<file path="src/rtl/alu_issue_pkg.sv">
// Shared widths, instruction field offsets and control states for the ALU instruction issuer.
// Instruction word layout is {sel, rs, rt}, with sel in the MSBs.
package alu_issue_pkg;

    localparam int SELW   = 3;
    localparam int OPW    = 4;
    localparam int DEPTH  = 4;
    localparam int INSTRW = SELW + 2 * OPW;

    localparam int SEL_HI = INSTRW - 1;
    localparam int RS_HI  = 2 * OPW - 1;
    localparam int RT_HI  = OPW - 1;

    typedef enum logic [1:0] {
        ST_EMPTY,
        ST_RUN,
        ST_STALL,
        ST_DRAIN
    } iss_state_e;

endpackage

</file>
<file path="src/rtl/alu_instr_issuer_fifo.sv">
// Parameterised synchronous FIFO with flush. Pointers wrap modulo DEPTH.
// The occupancy count is one bit wider than the pointers, so full and empty are never ambiguous.
module instr_fifo #(
    parameter int WIDTH = 11,
    parameter int DEPTH = 4
) (
    input  logic                     clk,
    input  logic                     rst_n,
    input  logic                     push,
    input  logic                     pop,
    input  logic                     flush,
    input  logic [WIDTH-1:0]         wdata,
    output logic [WIDTH-1:0]         rdata,
    output logic                     full,
    output logic                     empty,
    output logic [$clog2(DEPTH):0]   count
);

    localparam int AW = $clog2(DEPTH);
    localparam logic [AW:0] FULL_CNT = (AW + 1)'(DEPTH);

    logic [WIDTH-1:0] mem_q [DEPTH];
    logic [AW-1:0]    wr_ptr_q, wr_ptr_d;
    logic [AW-1:0]    rd_ptr_q, rd_ptr_d;
    logic [AW:0]      count_q, count_d;
    logic             push_ok, pop_ok;

    assign full  = (count_q == FULL_CNT);
    assign empty = (count_q == '0);
    assign count = count_q;
    assign rdata = mem_q[rd_ptr_q];

    always_comb begin
        push_ok  = push && !full && !flush;
        pop_ok   = pop && !empty && !flush;
        wr_ptr_d = wr_ptr_q;
        rd_ptr_d = rd_ptr_q;
        count_d  = count_q;
        if (flush) begin
            wr_ptr_d = '0;
            rd_ptr_d = '0;
            count_d  = '0;
        end else begin
            if (push_ok) wr_ptr_d = wr_ptr_q + 1'b1;
            if (pop_ok)  rd_ptr_d = rd_ptr_q + 1'b1;
            case ({push_ok, pop_ok})
                2'b10:   count_d = count_q + 1'b1;
                2'b01:   count_d = count_q - 1'b1;
                default: count_d = count_q;
            endcase
        end
    end

    always_ff @(posedge clk or negedge rst_n) begin
        if (!rst_n) begin
            wr_ptr_q <= '0;
            rd_ptr_q <= '0;
            count_q  <= '0;
        end else begin
            wr_ptr_q <= wr_ptr_d;
            rd_ptr_q <= rd_ptr_d;
            count_q  <= count_d;
        end
    end

    // Storage carries no reset; the pointers and count decide what is valid.
    always_ff @(posedge clk) begin
        if (push_ok) mem_q[wr_ptr_q] <= wdata;
    end

endmodule

</file>
<file path="src/rtl/alu_instr_issuer.sv">
// Issues queued ALU instructions to a single-cycle execute unit and presents each result with its opcode.
// Pipeline: input FIFO -> ISS register (drives ex_*) -> OUT register (out_rd/out_sel).
//
// state    | meaning
// ---------+----------------------------------------------
// ST_EMPTY | ISS and OUT both empty
// ST_RUN   | ISS valid, OUT free or draining this cycle
// ST_STALL | ISS valid, OUT valid and held by the consumer
// ST_DRAIN | ISS empty, OUT valid
module alu_instr_issuer
    import alu_issue_pkg::*;
#(
    parameter int DEPTH = alu_issue_pkg::DEPTH,
    parameter int OPW   = alu_issue_pkg::OPW,
    parameter int SELW  = alu_issue_pkg::SELW
) (
    input  logic                  clk,
    input  logic                  rst_n,
    input  logic                  in_valid,
    output logic                  in_ready,
    input  logic [SELW+2*OPW-1:0] in_instr,
    output logic [SELW-1:0]       ex_sel,
    output logic [OPW-1:0]        ex_rs,
    output logic [OPW-1:0]        ex_rt,
    input  logic [OPW-1:0]        ex_rd,
    output logic                  out_valid,
    input  logic                  out_ready,
    output logic [OPW-1:0]        out_rd,
    output logic [SELW-1:0]       out_sel,
    input  logic                  flush
);

    localparam int IW = SELW + 2 * OPW;

    iss_state_e state_q, state_d;

    logic [SELW-1:0] iss_sel_q, iss_sel_d;
    logic [OPW-1:0]  iss_rs_q, iss_rs_d;
    logic [OPW-1:0]  iss_rt_q, iss_rt_d;
    logic            out_valid_q, out_valid_d;
    logic [OPW-1:0]  out_rd_q, out_rd_d;
    logic [SELW-1:0] out_sel_q, out_sel_d;

    logic                 iss_valid, out_free, iss_complete, iss_load;
    logic                 fifo_push;
    logic [IW-1:0]        fifo_rdata;
    logic                 fifo_full, fifo_empty;
    logic [$clog2(DEPTH):0] fifo_count;
    logic                 fifo_count_unused;

    instr_fifo #(
        .WIDTH (IW),
        .DEPTH (DEPTH)
    ) u_fifo (
        .clk   (clk),
        .rst_n (rst_n),
        .push  (fifo_push),
        .pop   (iss_load),
        .flush (flush),
        .wdata (in_instr),
        .rdata (fifo_rdata),
        .full  (fifo_full),
        .empty (fifo_empty),
        .count (fifo_count)
    );

    // The level is exported for observability only.
    assign fifo_count_unused = ^fifo_count;

    always_ff @(posedge clk or negedge rst_n) begin
        if (!rst_n) state_q <= ST_EMPTY;
        else        state_q <= state_d;
    end

    always_comb begin
        state_d = state_q;
        if (flush) begin
            state_d = ST_EMPTY;
        end else if (iss_valid && !iss_complete) begin
            state_d = ST_STALL;
        end else if (iss_load) begin
            state_d = ST_RUN;
        end else if (out_valid_d) begin
            state_d = ST_DRAIN;
        end else begin
            state_d = ST_EMPTY;
        end
    end

    // No bypass: a pop while full does not reopen in_ready in the same cycle.
    always_comb begin
        iss_valid    = (state_q == ST_RUN) || (state_q == ST_STALL);
        out_free     = !out_valid_q || out_ready;
        iss_complete = iss_valid && out_free;
        iss_load     = !fifo_empty && (!iss_valid || iss_complete);
        in_ready     = rst_n && !fifo_full && !flush;
        fifo_push    = in_valid && in_ready;

        iss_sel_d = iss_sel_q;
        iss_rs_d  = iss_rs_q;
        iss_rt_d  = iss_rt_q;
        if (iss_load && !flush) begin
            iss_sel_d = fifo_rdata[IW-1 -: SELW];
            iss_rs_d  = fifo_rdata[2*OPW-1 -: OPW];
            iss_rt_d  = fifo_rdata[OPW-1:0];
        end

        out_valid_d = !flush && (iss_complete || (out_valid_q && !out_ready));
        out_rd_d    = out_rd_q;
        out_sel_d   = out_sel_q;
        if (iss_complete && !flush) begin
            out_rd_d  = ex_rd;
            out_sel_d = iss_sel_q;
        end
    end

    always_ff @(posedge clk or negedge rst_n) begin
        if (!rst_n) begin
            iss_sel_q   <= '0;
            iss_rs_q    <= '0;
            iss_rt_q    <= '0;
            out_valid_q <= 1'b0;
            out_rd_q    <= '0;
            out_sel_q   <= '0;
        end else begin
            iss_sel_q   <= iss_sel_d;
            iss_rs_q    <= iss_rs_d;
            iss_rt_q    <= iss_rt_d;
            out_valid_q <= out_valid_d;
            out_rd_q    <= out_rd_d;
            out_sel_q   <= out_sel_d;
        end
    end

    assign ex_sel    = iss_sel_q;
    assign ex_rs     = iss_rs_q;
    assign ex_rt     = iss_rt_q;
    assign out_valid = out_valid_q;
    assign out_rd    = out_rd_q;
    assign out_sel   = out_sel_q;

endmodule

</file>
<file path="config.mk">
export PLATFORM = sky130hd
export DESIGN_NAME = alu_instr_issuer
export DESIGN_NICKNAME = d
export VERILOG_FILES = /design/src/rtl/alu_issue_pkg.sv /design/src/rtl/alu_instr_issuer_fifo.sv /design/src/rtl/alu_instr_issuer.sv
export SDC_FILE = /design/constraint.sdc
export NUM_CORES = 1
export LEC_CHECK = 0
export ABC_CLOCK_PERIOD_IN_PS = 2300
export BUFFER_PORTS_ARGS = -buffer_cell sky130_fd_sc_hd__buf_2
export CORE_MARGIN = 2
export CORE_UTILIZATION = 45
export CTS_CLUSTER_SIZE = 16
export DETAILED_ROUTE_END_ITERATION = 7
export PLACE_DENSITY = 0.76
export SLEW_MARGIN = 30
export SYNTH_ARGS = -nofsm -noshare
export SYNTH_HDL_FRONTEND = slang
export SYNTH_SLANG_ARGS = --single-unit
</file>
<file path="constraint.sdc">
create_clock -name clk -period 2.3 [get_ports clk]
set_input_delay 0.23 -clock clk [delete_from_list [all_inputs] [get_ports clk]]
set_output_delay 0.23 -clock clk [all_outputs]
set_load 0.01 [all_outputs]
</file>
After elaboration in Yosys (flattened, before gate mapping)
Memory sizes are Yosys's and may differ from the RTL's. A register that Yosys moved wholly into a read port is not among the register bits.
Cells that the tools add are included.
W data, S select, Z words.
Operators by class
  shift operators: 0
  muxes and demuxes: 12
  add/subtract/negate cells: 4
  bitwise logic cells: 0
  divide/modulo/power cells: 0
  reduce and logical (&&, ||, !) cells: 30
  $mul: 0
  order comparisons: 0
  equality and inequality tests: 5
Operator list (number)
  $mux W2: 8
  $logic_and A1 B1 Y1: 14
  $logic_not A1 Y1: 8
  $pmux W3 S2: 1
  $add A2 B1 Y2 const B: 2
  $eq A2 B1 Y1 const B: 2
  $eq A2 B2 Y1 const B: 2
  $logic_or A1 B1 Y1: 4
  $reduce_bool A2 Y1: 2
  $add A3 B1 Y3 const B: 1
  $eq A3 B3 Y1 const B: 1
  $logic_not A3 Y1: 1
  $mux W3: 1
  $reduce_bool A3 Y1: 1
  $sub A3 B1 Y3 const B: 1
  $mux W1: 2
Word-level totals
  logic and storage cells: 59
  memory bits (writable): 44
  register bits after elaboration: 17
  memories kept: 1
  input bits: 20
  bits in latches: 0
  output and inout port bits: 20
  memory bits (read-only): 0
Memory list
  u_fifo.mem_q: words 4, width 11, read ports 1, clocked after Yosys merged registers in 1, wr ports 1, line alu_instr_issuer_fifo.sv:22  | logic [WIDTH-1:0] mem_q [DEPTH];

Longest topological paths before layout
  word-level depth: 10
  mapped depth: 7
  gate-level depth less buffers: 7

Hierarchy
A second synthesis with hierarchy kept.
Unflattened totals
  cells, all modules: 177
  area total of the unflattened synthesis: 3016.6 µm²
By module, submodules not included
  instr_fifo: area each 2168.3 µm², seq. area each 1496.4 µm², times used 1, cells each 122
  alu_instr_issuer: area each 848.3 µm², seq. area each 525.5 µm², times used 1, cells each 55

Least setup slack after synthesis
Ideal clock, no wire load.
  kind: reg-to-reg
  start point: register u_fifo.count_q[0] (netlist: u_fifo.count[0])
  end point: register u_fifo.count_q[1] (netlist: u_fifo.count[1])
  library setup time: 122 ps
  stages on the path, launching flop included: 6
  arrival: 1781 ps
  path buffers: 0
  setup slack: 397 ps
  period minus slack after synthesis: 1903 ps
  required time: 2178 ps
  cell sequence: dfrtp_1 > nor2_1 > a21oi_2 > nor4_1 > fa_1 > a32o_1
Between the ends
  word-level cells in the longest chain between the ends: 10
  elaborated cells on any way between the ends: 19
  classes of those cells: 2 x add/sub; 3 x eq/ne; 2 x mux; 12 x reduce/logical
Ends and longest elaborated chain
  from (decl): line alu_instr_issuer_fifo.sv:25  | logic [AW:0] count_q, count_d;
  from (signal assigned): line alu_instr_issuer_fifo.sv:62  | count_q <= count_d;
  $eq A3 B3 Y1: line alu_instr_issuer_fifo.sv:28  | assign full = (count_q == FULL_CNT);
  $logic_not A1 Y1: line alu_instr_issuer_fifo.sv:34, alu_instr_issuer.sv:96
  $logic_and A1 B1 Y1 (2 in series): line alu_instr_issuer.sv:96  | in_ready = rst_n && !fifo_full && !flush;
  $logic_and A1 B1 Y1: line alu_instr_issuer.sv:97  | fifo_push = in_valid && in_ready;
  $logic_and A1 B1 Y1 (2 in series): line alu_instr_issuer_fifo.sv:34  | push_ok = push && !full && !flush;
  $eq A2 B1 Y1 / $eq A2 B2 Y1 (equally long branches): line alu_instr_issuer_fifo.sv:46  | case ({push_ok, pop_ok})
  $pmux W3 S2: line alu_instr_issuer_fifo.sv:46
  $mux W3: line alu_instr_issuer_fifo.sv:39  | if (flush) begin
Parallel ways exist; a longest one is shown, timed or not.
A chain may end at the register's enable or synchronous reset.

Worst setup path in the final report
Same ends and word-level chain as after synthesis.

==> metrics.md <==
| Metric | Value |
|---|---|
| Worst min-delay path category | in -> reg |
| Per-instance average area after synthesis | 17.8 µm² |
| First DRT Iteration DRCs | 59 |
| Wire length of the first global-routing pass | 7850 µm |
| Initial cell density of the core | 46.4% |
| Detailed-route wire length per cell | 16.6 µm |
| Crit path time final | 1990 ps |
| Top cell types by occurrence after synthesis | sky130_fd_sc_hd__edfxtp_1, sky130_fd_sc_hd__dfrtp_1, sky130_fd_sc_hd__mux2_2, sky130_fd_sc_hd__mux4_2, sky130_fd_sc_hd__nor2_1 |
| Least setup slack across all paths after layout | 308 ps |
| Kind of end point of the critical path | register |
| Achievable Freq | 0.502 GHz |
| Total via count in the routed design | 1579 |
| Yosys warning total | 0 |
| Setup Slack @ Placement | 313 ps |
| N_diodes | 0 |
| Synthesized Nets | 191 |
| Clock buffers created by TritonCTS | 9 |
| Synth async-reset ratio | 38.9% |
| Number of filler instances in the final layout | 497 |
| Later-pin clock latency in the skew report | 330 ps |
| Ratio of final minimum period to clock period | 86.6% |
| Global route total overflow | 0 |
| Pwr per Cell Area | 1100 nW/µm² |
| Fraction of final layout cells sized beyond drive strength 1 | 40.6% |
| Peak supply drop | 0.000538 V |
| All-Layer GR Usage | 15.0% |
| Via count normalized by instance count | 5.33 |
| CP Data Required Time | 2520 ps |
| Setup TNS | 0 ps |
| Number of core rows | 29 |
| Cell area after synthesis | 2950 µm² |
| Cell taking the most area after synthesis | sky130_fd_sc_hd__edfxtp_1 |
| I/O pins | 40 |
| Top_reg_cell synth | sky130_fd_sc_hd__edfxtp_1 |
| Die height | 84.9 µm |
| Number of clock sinks | 72 |
| Vias in the first global route | 1551 |
| Transition time at the pin with the least slew margin | 623 ps |
| CTS tree | done |
| Flip-flop and latch count after synthesis | 72 |
| Number of setup violations in the final report | 0 |
| Fin Clk Skew | 6.92 ps |
| Nets | 241 |
| Count of distinct cell types in the synthesized netlist | 37 |
| Sequential area share after synthesis | 68.6% |
| Arrival time of the worst setup path | 2210 ps |
| Area share of the largest cell type after synthesis | 44.8% |
| Switching share of total power | 29.2% |
| Post-Syn Instances | 166 |
| Number of enable flip-flop cells after synthesis | 44 |
| CTS max path bufs | 2 |
| Tightest slew margin relative to the limit | 58.5% |
| Leak Pwr | 1.34 nW |
| CP max FO | 7 |
| Cell internal power dissipation | 2.66 mW |
| Placed wire-length estimate | 3240 µm |
| Max capacitance violation total | 0 |
| Worst-path clk slew | 70 ps |
| Gpl congestion | 0.858 |
| Largest net degree at the start of global routing | 28 |
| First-pass iteration count of the detailed router | 4 |
| Drc violations | 0 |
| Resized Gates After CTS | 0 |
| Relative contribution of sequential cells to total power | 46.8% |
| Clk pwr share | 24.9% |
| Area Growth Syn to Fin | 16.5% |
| Buffers on Ports | 39 |
| Sw power | 1.10 mW |
| Die area | 7210 µm² |
| Core Area | 6350 µm² |
| Number of levels the H-tree was split into | 3 |
| Most area-consuming cells after synthesis | sky130_fd_sc_hd__edfxtp_1, sky130_fd_sc_hd__dfrtp_1, sky130_fd_sc_hd__mux4_2 |
| Number of antenna violations at the first check in global routing | 0 |
| Die W | 84.9 µm |
| Clock root buffer | sky130_fd_sc_hd__clkbuf_8 |
| Total Wirelength | 4920 µm |
| Antenna violation net count after detailed routing | 0 |
| Worst setup SP type | register |
| RSZ-0062 raised after global routing | no |
| Combinational fraction of design power | 28.3% |
| Critical path type | reg -> reg |
| Fin. max-slew vios | 0 |
| Number of hold violations in the final report | 0 |
| Most repeated cell in the gate-level netlist after synthesis | sky130_fd_sc_hd__edfxtp_1 |
| Run status | finished clean |
## state kept, by name (all words and copies together), names as in the netlist, 3 cells and up
signal,cells
out_sel,3
ex_rs,4
out_rd,4
u_fifo.count,3
ex_sel,3
ex_rt,4
u_fifo.mem_q,44
## layout by cell type (no fill, tap or decap), drive strengths merged, types with 2 or more instances in the layout
cell type / n
mux2: 20
and3: 5
ha: 4
buf: 43
dfrtp: 28
a21oi: 4
nor2: 8
clkbuf: 10
inv: 5
nand2: 4
edfxtp: 44
nor2b: 2
xnor2: 3
nor3: 5
xor2: 2
clkinv: 2
mux4: 11
## repair_timing
item,CTS,global route
setup buffers,0,0
hold endpoints to repair,2,0
hold buffers,1,0
## metrics by stage
stage	instances	area (µm²)	power, mW	utilization, %	hold slack [ps]
after floorplan	166	2950	2.51	-	-65.6
after global placement	281	3240	2.83	51.0	71.2
after detailed placement	281	3240	2.87	51.0	69.6
after CTS	296	3430	3.81	54.0	87.7
after global routing	296	3430	3.98	54.0	89.3
final	296	3430	3.76	54.0	103
## cell type report
cell class              instances  area (µm²)  area share (%)
inverters                       5        18.8           0.547
multi-input cells              84         876            25.5
well taps                      77        96.3            2.81
repair buffers                 44         235            6.85
clock buffers                  10         138            4.01
flip-flops and latches         72        2020            58.9
clock inverters                 4        46.3            1.35
## per-layer routing
| metal | wire length [µm] | vias up | share of wire, % | global-route usage [%] |
|---|---|---|---|---|
| li1 | - | 732 | - | - |
| met3 | 245 | 2 | 5.0 | 6.13 |
| met5 | 0 | - | 0 | 0 |
| met1 | 2190 | 805 | 44 | 19.1 |
| met4 | 40 | 0 | 0.81 | 6.20 |
| met2 | 2450 | 40 | 50 | 22.9 |
## worst paths after layout
kind | from | to | slack, ps | cells past startpoint
worst max-delay path | u_fifo.count[0] | u_fifo.count[1] | 310 | 5
worst min register to register | ex_rt[0] | ex_rt[0] | 480 | 1
min in group asynchronous | rst_n | u_fifo.wr_ptr_q[0] | 260 | 2
max in group asynchronous | rst_n | ex_sel[2] | 1460 | 3
worst max register to register | u_fifo.count[0] | u_fifo.count[1] | 310 | 5
worst min-delay path | in_instr[0] | u_fifo.mem_q[1][0] | 100 | 1
## critical path, cell delays in order (launching register included)
cell and delay (ps):
sky130_fd_sc_hd__dfrtp_1 460, sky130_fd_sc_hd__nor2_1 280, sky130_fd_sc_hd__a21oi_2 100, sky130_fd_sc_hd__nor4_1 330
sky130_fd_sc_hd__fa_1 480, sky130_fd_sc_hd__a32o_1 230
## logic make-up (layout without fill, tap and decap cells)
logic type,count (synthesis),in the layout,synth area share [%]
flip-flops,72,72,68.6
XOR/XNOR,5,5,1.74
buffers and inverters,10,63,1.66
AND/OR/NAND/NOR,31,31,6.41
adder cells (fa/ha/maj),5,5,2.38
multiplexers,31,31,16.1
AO/OA/AOI/OAI,12,12,3.14
## power groups by stage
stage / sequential, mW / clock (mW) / combinational (mW)
global placement: 1.78 / 0 / 1.05
global route: 1.79 / 1.02 / 1.17
detailed placement: 1.79 / 0 / 1.08
finish: 1.76 / 0.935 / 1.06
floorplan: 1.86 / 0 / 0.658
CTS: 1.76 / 0.968 / 1.08
Note: power is estimated with default switching activity, not from simulation.
